### src/rtl/hw_stack_pkg.sv
// Shared definitions for the hardware LIFO: default geometry and the decoded stack operation.
package hw_stack_pkg;

    localparam int unsigned STACK_DATA_W = 8;
    localparam int unsigned STACK_DEPTH  = 16;

    typedef enum logic [1:0] {
        NONE    = 2'b00,
        PUSH    = 2'b01,
        POP     = 2'b10,
        REPLACE = 2'b11
    } stack_op_e;

    function automatic stack_op_e decode_op(input logic push_en, input logic pop_en);
        return stack_op_e'({pop_en, push_en});
    endfunction

endpackage

### src/rtl/hw_stack_mem.sv
// DEPTH x DATA_W register array: one synchronous write port, one combinational read port,
// plus a second read port when HW_STACK_PEEK_EN is defined. Contents are not reset.
module hw_stack_mem #(
    parameter int unsigned DATA_W = 8,
    parameter int unsigned DEPTH  = 16,
    parameter int unsigned ADDR_W = $clog2(DEPTH)
) (
    input  logic              clk_i,
    input  logic              we_i,
    input  logic [ADDR_W-1:0] waddr_i,
    input  logic [DATA_W-1:0] wdata_i,
    input  logic [ADDR_W-1:0] raddr_i,
    output logic [DATA_W-1:0] rdata_o
`ifdef HW_STACK_PEEK_EN
    ,
    input  logic [ADDR_W-1:0] raddr2_i,
    output logic [DATA_W-1:0] rdata2_o
`endif
);

    logic [DATA_W-1:0] mem_q [DEPTH];

    always_ff @(posedge clk_i) begin
        if (we_i) begin
            mem_q[waddr_i] <= wdata_i;
        end
    end

    assign rdata_o = mem_q[raddr_i];

`ifdef HW_STACK_PEEK_EN
    assign rdata2_o = mem_q[raddr2_i];
`endif

endmodule

### src/rtl/hw_stack.sv
// Parametrised LIFO with zero-latency top-of-stack, replace-top on push+pop and sticky error flags.
// Optional stack-relative peek port enabled by defining HW_STACK_PEEK_EN.
module hw_stack
    import hw_stack_pkg::*;
#(
    parameter int unsigned DATA_W = STACK_DATA_W,
    parameter int unsigned DEPTH  = STACK_DEPTH,
    parameter int unsigned CNT_W  = $clog2(DEPTH + 1)
) (
    input  logic              clk,
    input  logic              rst,
    input  logic              push_enable,
    input  logic [DATA_W-1:0] push_data,
    input  logic              pop_enable,
    output logic [DATA_W-1:0] pop_data,
    output logic [CNT_W-1:0]  count,
    output logic              empty,
    output logic              full,
    output logic              overflow,
    output logic              underflow,
    input  logic              err_clear
`ifdef HW_STACK_PEEK_EN
    ,
    input  logic [CNT_W-1:0]  peek_idx,
    output logic [DATA_W-1:0] peek_data
`endif
);

    localparam int unsigned       ADDR_W  = $clog2(DEPTH);
    localparam logic [CNT_W-1:0]  DEPTH_C = CNT_W'(DEPTH);

    logic [CNT_W-1:0]  count_q, count_d;
    logic              ovf_q, ovf_d;
    logic              unf_q, unf_d;
    stack_op_e         op;
    logic              is_empty, is_full;
    logic [CNT_W-1:0]  top_idx;
    logic [ADDR_W-1:0] top_addr;
    logic              wr_en;
    logic [ADDR_W-1:0] wr_addr;
    logic [DATA_W-1:0] top_data;

    assign op       = decode_op(push_enable, pop_enable);
    assign is_empty = (count_q == '0);
    assign is_full  = (count_q == DEPTH_C);
    assign top_idx  = count_q - CNT_W'(1);
    assign top_addr = ADDR_W'(top_idx);

    always_comb begin
        count_d = count_q;
        ovf_d   = ovf_q & ~err_clear;
        unf_d   = unf_q & ~err_clear;
        wr_en   = 1'b0;
        wr_addr = ADDR_W'(count_q);
        unique case (op)
            PUSH: begin
                if (is_full) begin
                    ovf_d = 1'b1;
                end else begin
                    wr_en   = 1'b1;
                    count_d = count_q + CNT_W'(1);
                end
            end
            POP: begin
                if (is_empty) begin
                    unf_d = 1'b1;
                end else begin
                    count_d = top_idx;
                end
            end
            REPLACE: begin
                // On an empty stack this degenerates to a plain push into slot 0.
                wr_en = 1'b1;
                if (is_empty) begin
                    count_d = CNT_W'(1);
                end else begin
                    wr_addr = top_addr;
                end
            end
            default: ;
        endcase
    end

    always_ff @(posedge clk or negedge rst) begin
        if (!rst) begin
            count_q <= '0;
            ovf_q   <= 1'b0;
            unf_q   <= 1'b0;
        end else begin
            count_q <= count_d;
            ovf_q   <= ovf_d;
            unf_q   <= unf_d;
        end
    end

`ifdef HW_STACK_PEEK_EN
    logic [ADDR_W-1:0] peek_addr;
    logic [DATA_W-1:0] peek_raw;
    assign peek_addr = ADDR_W'(top_idx - peek_idx);
`endif

    // Storage writes are suppressed while reset is held so a discarded push leaves no trace.
    hw_stack_mem #(
        .DATA_W (DATA_W),
        .DEPTH  (DEPTH),
        .ADDR_W (ADDR_W)
    ) u_mem (
        .clk_i    (clk),
        .we_i     (wr_en & rst),
        .waddr_i  (wr_addr),
        .wdata_i  (push_data),
        .raddr_i  (top_addr),
        .rdata_o  (top_data)
`ifdef HW_STACK_PEEK_EN
        ,
        .raddr2_i (peek_addr),
        .rdata2_o (peek_raw)
`endif
    );

`ifdef HW_STACK_PEEK_EN
    assign peek_data = (peek_idx < count_q) ? peek_raw : '0;
`endif

    assign pop_data  = is_empty ? '0 : top_data;
    assign count     = count_q;
    assign empty     = is_empty;
    assign full      = is_full;
    assign overflow  = ovf_q;
    assign underflow = unf_q;

endmodule

### config.mk
export PLATFORM = sky130hd
export DESIGN_NAME = hw_stack
export DESIGN_NICKNAME = d
export VERILOG_FILES = /design/src/rtl/hw_stack_pkg.sv /design/src/rtl/hw_stack_mem.sv /design/src/rtl/hw_stack.sv
export SDC_FILE = /design/constraint.sdc
export NUM_CORES = 1
export LEC_CHECK = 0
export ABC_CLOCK_PERIOD_IN_PS = 8450
export CELL_PAD_IN_SITES_DETAIL_PLACEMENT = 1
export CELL_PAD_IN_SITES_GLOBAL_PLACEMENT = 1
export CORE_MARGIN = 3
export CORE_UTILIZATION = 51
export DETAILED_ROUTE_END_ITERATION = 8
export PLACE_DENSITY = 0.78
export SLEW_MARGIN = 20
export SYNTH_ARGS = -nofsm -noshare
export SYNTH_HDL_FRONTEND = slang
export SYNTH_HIERARCHICAL = 1
export SYNTH_SLANG_ARGS = --single-unit
### constraint.sdc
create_clock -name clk -period 8.45 [get_ports clk]
set_input_delay 1.69 -clock clk [delete_from_list [all_inputs] [get_ports clk]]
set_output_delay 1.69 -clock clk [all_outputs]
set_load 0.05 [all_outputs]
==> results of run 1 <==
==> layout by cell type (no fill, tap or decap), types with 2 or more instances in the layout <==
cell type / Yosys / final
a21oi_1: 3 / 3
a22oi_1: 16 / 16
a31oi_1: 2 / 2
and2_1: 6 / 6
and2_2: 3 / 3
buf_4: 1 / 5
bufinv_16: 0 / 2
clkbuf_16: 0 / 16
clkdlybuf4s50_1: 0 / 29
clkinv_1: 0 / 2
clkinv_4: 0 / 3
dfrtp_1: 7 / 7
edfxtp_1: 128 / 128
ha_1: 3 / 3
inv_1: 7 / 6
inv_2: 1 / 2
inv_6: 0 / 6
mux4_1: 14 / 14
mux4_2: 18 / 18
nand2_1: 16 / 16
nand2b_1: 6 / 6
nand3_1: 3 / 3
nand3b_1: 2 / 2
nand4_1: 2 / 2
nor2_1: 21 / 21
nor3_1: 5 / 4
o21ai_0: 4 / 4
xnor2_1: 4 / 4
==> power by group through the flow <==
stage | Sequential [W] | Clock (W) | Combinational [W]
after floorplan | 0.000851 | 0 | 0.000890
after global placement | 0.000830 | 0 | 0.00122
after detailed placement | 0.000835 | 0 | 0.00125
after CTS | 0.000823 | 0.000727 | 0.00126
after global routing | 0.000830 | 0.000764 | 0.00133
final | 0.000824 | 0.000716 | 0.00126
==> path summary, 6_finish.rpt <==
path,from,endpoint,slack (ns),depth (start not counted)
max,count[0],pop_data[3],2.29,10
min,underflow,underflow,0.54,2
max reg2reg,count[0],u_mem/mem_q[0][5],4.00,11
min reg2reg,underflow,underflow,0.54,2
max in group asynchronous,rst,count[0],6.67,1
min in group asynchronous,rst,count[3],1.48,1
==> layer usage <==
metal  GRT usage  vias up  wire length [um]
met5           0        -                 0
met4      0.0624        0               183
met3      0.0630       16               880
met2       0.354      147              6480
met1       0.322     1652              5840
li1            -     1348                 -
==> state kept, by name (all words and copies together), names as in the netlist <==
name and count:
overflow 1, underflow 1, count 5, u_mem/mem_q 128
==> cell usage after synthesis, types with 3 or more instances <==
| cell type | count |
|---|---|
| mux4_1 | 14 |
| inv_1 | 7 |
| nand3_1 | 3 |
| edfxtp_1 | 128 |
| nand2_1 | 16 |
| clkdlybuf4s25_2 | 3 |
| a21oi_1 | 3 |
| dfrtp_1 | 7 |
| and2_2 | 3 |
| mux4_2 | 18 |
| a22oi_1 | 16 |
| buf_6 | 5 |
| nor3_1 | 5 |
| and2_1 | 6 |
| xnor2_1 | 4 |
| nand2b_1 | 6 |
| clkbuf_1 | 4 |
| buf_2 | 4 |
| ha_1 | 3 |
| nor2_1 | 21 |
| o21ai_0 | 4 |
==> logic make-up after synthesis <==
kind of cell,Yosys count,synth area share
simple gates,72,0.0654
buf+inv,25,0.0279
flops,135,0.705
xor+xnor,5,0.00768
fa+ha+maj,3,0.00658
mux,33,0.137
compound gates,39,0.0507
==> through the flow <==
step | total power (W) | hold slack [ns]
2_1_floorplan | 0.00174 | 0.758
3_3_place_gp | 0.00205 | 0.522
3_5_place_dp | 0.00209 | 0.533
4_1_cts | 0.00281 | 0.543
5_1_grt | 0.00293 | 0.563
6_report | 0.00280 | 0.541
==> worst max-delay path, stage by stage, from the launching register on <==
cell	delay, ns
dfrtp_1	0.48
inv_2	0.09
buf_4	0.54
ha_1	0.38
inv_1	0.37
buf_4	0.41
mux4_1	0.39
a22oi_1	0.36
nand2_1	0.08
and2_1	0.14
clkdlybuf4s50_1	0.69
==> cell type report <==
class / count / area [sq um]
clock buffers: 17 / 414
clock inverters: 15 / 165
fillers: 926 / 3940
inverters: 8 / 30.0
multi-input cells: 152 / 1530
flip-flops and latches: 135 / 4020
well taps: 136 / 170
repair buffers: 34 / 328
==> run_results.csv, run 1 <==
group,metric,value,unit
logic_synthesis,synth_edf_count,128,
placed_design,hpwl,8640,um
global_routing,antenna_found_initial,0,
timing,setup_viol,0,
finish,drive_gt1_frac,0.172,
timing,fin_ws,2.29,ns
setup_path,end_kind,"output pin",
logic_synthesis,synth_seq_cells,135,
setup_path,start_kind,"flip-flop",
power,cellLeakagePower,2.23,nW
floorplanning,io_pins,30,
clock_network,clock_latency,0.52,ns
logic_synthesis,synth_area_leaders,"edfxtp_1, mux4_2, mux4_1, dfrtp_1, a22oi_1",
detailed_routing,wl,13400,um
detailed_routing,ant_nets,0,
clock_network,tritoncts,"yes",
detailed_routing,wire_per_inst,26.9,um
detailed_routing,routed_via_density,6.36,
logic_synthesis,yosys_warnings,6,
power,p_comb_frac,0.450,
setup_path,path_max_fanout,37,
placed_design,dp.cells,465,
power,p_sw,0.00112,W
timing,timing.final.crit_share,0.729,
finish,fin_area,6660,sq um
timing,finalSetupTns,0,ns
finish,antenna_cells,0,
global_routing,overflow,0,
clock_network,numCtsBuffers,17,
floorplanning,die_w,112,um
clock_network,cts_sinks,135,
global_routing,grt_pass1_vias,3300,
logic_synthesis,synth_top_cell_by_area,"edfxtp_1",
setup_path,worst_ep_arrival_time,4.47,ns
finish,finalNetCount,364,
power,peakVddDrop,0.000523,V
logic_synthesis,synth_ff_type,"edfxtp_1",
timing,relSlewSlack,0.323,
clock_network,cts_hold_buffers,0,
global_routing,grt_max_degree,38,
flow_run,maxCapViolations,0,
power,p_sw_frac,0.401,
timing,period_minus_slack,6.16,ns
timing,drv_slew,0,
power,power.share.clock,0.256,
floorplanning,dieArea,12500,sq um
detailed_routing,routed-via-count,3163,
logic_synthesis,synthArstFlopShare,0.0519,
clock_network,cts-htree-levels,4,
floorplanning,rows,37,
placed_design,place.gp.congestion,0.779,
setup_path,path_class,"flip-flop to output pin",
detailed_routing,first_pass_iters,5,
clock_network,ctsResizeCount,0,
power,intPower,0.00168,W
outcome,status,"finished clean",
global_routing,grtUsageTotal,0.228,
clock_network,cts_setup_buffers,0,
timing,fmax,162,MHz
global_routing,grt_pass1_wl,20900,um
finish,fin_util,0.628,
detailed_routing,drt_iter0_drc,287,
clock_network,cts_buffer_depth,2,
floorplanning,coreArea,10600,sq um
logic_synthesis,syn_nets,328,
logic_synthesis,netlist_area,5700,sq um
power,p_seq_frac,0.294,
timing,fin_skew,0.0125,ns
floorplanning,dieHeight,112,um
clock_network,cts_root_buf,"clkbuf_8",
timing,tightest_slew,1.01,ns
logic_synthesis,yosysTopAreaCellShare,0.674,
logic_synthesis,synthCells,312,
min_path,hold_class,"flip-flop to flip-flop",
logic_synthesis,synthDistinctLibCells,50,
logic_synthesis,postSynthAreaPerCell,18.3,sq um
placed_design,pre_cts_slack,2.85,ns
placed_design,io_buffer_count,29,
finish,syn2layout_area_growth,16.7,%
clock_network,clk_pin_slew,0.06,ns
detailed_routing,drc,0,
finish,finalNonFillerCells,497,
floorplanning,start_util,0.538,
timing,rsz0062_at_grt,"no",
timing,hold_violations,0,
power,p_per_area,421,nW/um^2
placed_design,dpl_cell_area,6080,sq um
setup_path,cp.required,6.76,ns
logic_synthesis,ys_seq_area_frac,0.705,
Power figures use the tool's default switching activity.
==> run 2: changes to the inputs <==
ABC_CLOCK_PERIOD_IN_PS = 4940   (was 8450)
CORE_UTILIZATION = 47   (was 51)
PLACE_DENSITY = 0.76   (was 0.78)
clock period = 4.94 ns   (was 8.45 ns; I/O delays follow)
==> run_results.csv, run 2 (synthesis gave the netlist of run 1 again) <==
group,metric,value,unit
power,p_sw_frac,0.396,
min_path,hold_class,"flip-flop to flip-flop",
setup_path,path_class,"flip-flop to output pin",
timing,relSlewSlack,0.396,
finish,finalNetCount,368,
clock_network,cts-htree-levels,4,
clock_network,cts_buffer_depth,2,
finish,layout_common_cells,"edfxtp_1, nor2_1, clkdlybuf4s50_1, mux4_2",
detailed_routing,first_pass_iters,4,
global_routing,grt_pass1_wl,19600,um
detailed_routing,drc,0,
clock_network,numCtsBuffers,17,
finish,drive_gt1_frac,0.203,
min_path,min-delay-start,"underflow",
timing,timing.final.crit_share,0.813,
setup_path,cp.required,3.95,ns
timing,rsz0062_at_grt,"no",
floorplanning,die_w,116,um
clock_network,clock_latency,0.42,ns
detailed_routing,drt_iter0_drc,283,
flow_run,maxCapViolations,0,
setup_path,r2r_setup_slack,1.18,ns
finish,fin_util,0.572,
global_routing,overflow,0,
power,peakVddDrop,0.000854,V
detailed_routing,routed_via_density,6.11,
detailed_routing,wire_per_inst,25.7,um
timing,fin_skew,0.00860,ns
finish,num-fill-cells,1033,
timing,fmax,249,MHz
clock_network,tritoncts,"yes",
power,power.share.clock,0.255,
detailed_routing,ant_nets,0,
timing,hold_violations,0,
floorplanning,start_util,0.489,
setup_path,path_max_fanout,9,
placed_design,hpwl,8320,um
power,p_sw,0.00188,W
clock_network,cts_setup_buffers,0,
global_routing,antenna_found_initial,0,
setup_path,start_kind,"flip-flop",
floorplanning,coreArea,11700,sq um
global_routing,grt_max_degree,36,
timing,tightest_slew,0.902,ns
power,p_comb_frac,0.449,
setup_path,r2r-start,"count[0]",
detailed_routing,wl,13100,um
finish,largest_register_ffs,128,
clock_network,cts_root_buf,"clkbuf_16",
min_path,hold_end,"underflow",
clock_network,clk_pin_slew,0.05,ns
global_routing,grt_pass1_vias,3212,
floorplanning,rows,39,
floorplanning,dieArea,13500,sq um
finish,antenna_cells,0,
clock_network,ctsResizeCount,0,
finish,syn2layout_area_growth,17.0,%
power,cellLeakagePower,2.26,nW
finish,multiInputGateArea,1530,sq um
setup_path,end_kind,"output pin",
min_path,holdPathStages,2,
finish,seqCellArea,4020,sq um
placed_design,io_buffer_count,29,
floorplanning,dieHeight,116,um
finish,layout_commonest_cell,"edfxtp_1",
detailed_routing,routed-via-count,3105,
power,p_seq_frac,0.295,
setup_path,worst_ep_arrival_time,3.03,ns
setup_path,reg2reg_depth,8,
finish,largest-register,"u_mem/mem_q",
timing,finalSetupTns,0,ns
power,p_per_area,713,nW/um^2
global_routing,grtUsageTotal,0.209,
placed_design,place.gp.congestion,0.750,
timing,period_minus_slack,4.02,ns
clock_network,cts_hold_buffers,0,
setup_path,timing.rr.end,"u_mem/mem_q[3][4]",
timing,setup_viol,0,
clock_network,cts_sinks,135,
floorplanning,io_pins,30,
power,intPower,0.00288,W
timing,drv_slew,0,
outcome,status,"finished clean",
[run 2: cell count changes in the layout (fill, tap and decap cells not counted), sizes merged]
cell | before | now
buf | 5 | 17
clkdlybuf4s50 | 29 | 21
clkbuf | 17 | 24
inv | 15 | 8
clkinvlp | 1 | 2
bufinv | 2 | 1
[run 2: how the worst max path moves through the flow]
stage	start	end	depth (start not counted)
6_report	count[0]	pop_data[3]	8
5_1_grt	count[2]	pop_data[5]	7
4_1_cts	count[0]	pop_data[0]	7
3_5_place_dp	pop_enable	u_mem/mem_q[3][4]	7
3_3_place_gp	pop_enable	u_mem/mem_q[7][0]	7
2_1_floorplan	count[0]	u_mem/mem_q[0][0]	9
[run 2: power by group through the flow]
stage / clock, W / combinational (W) / sequential, W
2_1_floorplan: 0 / 0.00152 / 0.00145
3_3_place_gp: 0 / 0.00211 / 0.00142
3_5_place_dp: 0 / 0.00214 / 0.00143
4_1_cts: 0.00124 / 0.00215 / 0.00141
5_1_grt: 0.00129 / 0.00228 / 0.00142
6_report: 0.00122 / 0.00214 / 0.00141
[run 2: stage by stage]
step | setup slack [ns] | cell area [sq um] | power [W] | hold WS, ns | cells
floorplan | 1.22 | 5700 | 0.00298 | 0.692 | 312
global placement | 1.18 | 6090 | 0.00353 | 0.521 | 476
detailed placement | 0.811 | 6090 | 0.00357 | 0.548 | 476
CTS | 0.883 | 6670 | 0.00479 | 0.557 | 508
global route | 0.703 | 6670 | 0.00498 | 0.571 | 508
finish | 0.922 | 6670 | 0.00476 | 0.540 | 508
[run 2: cell type report]
cell class | count | area share
Clock buffer | 24 | 0.0767
Multi-Input combinational cell | 152 | 0.229
Timing Repair Buffer | 38 | 0.0506
Inverter | 8 | 0.00450
Sequential cell | 135 | 0.602
Tap cell | 143 | 0.0268
Clock inverter | 8 | 0.0105
[run 2: critical path, stage by stage (launching register included)]
cell and delay, ns:
dfrtp_1 0.55, inv_2 0.10, ha_1 0.30, xor2_1 0.20, nor2_1 0.70, a22oi_1 0.29, nand2_1 0.15, and2_1 0.13
buf_4 0.19
[run 2: layer usage]
layer / track usage / share of wire
met1: 0.284 / 0.43
met2: 0.325 / 0.49
met3: 0.0508 / 0.061
met4: 0.0897 / 0.018
met5: 0 / 0
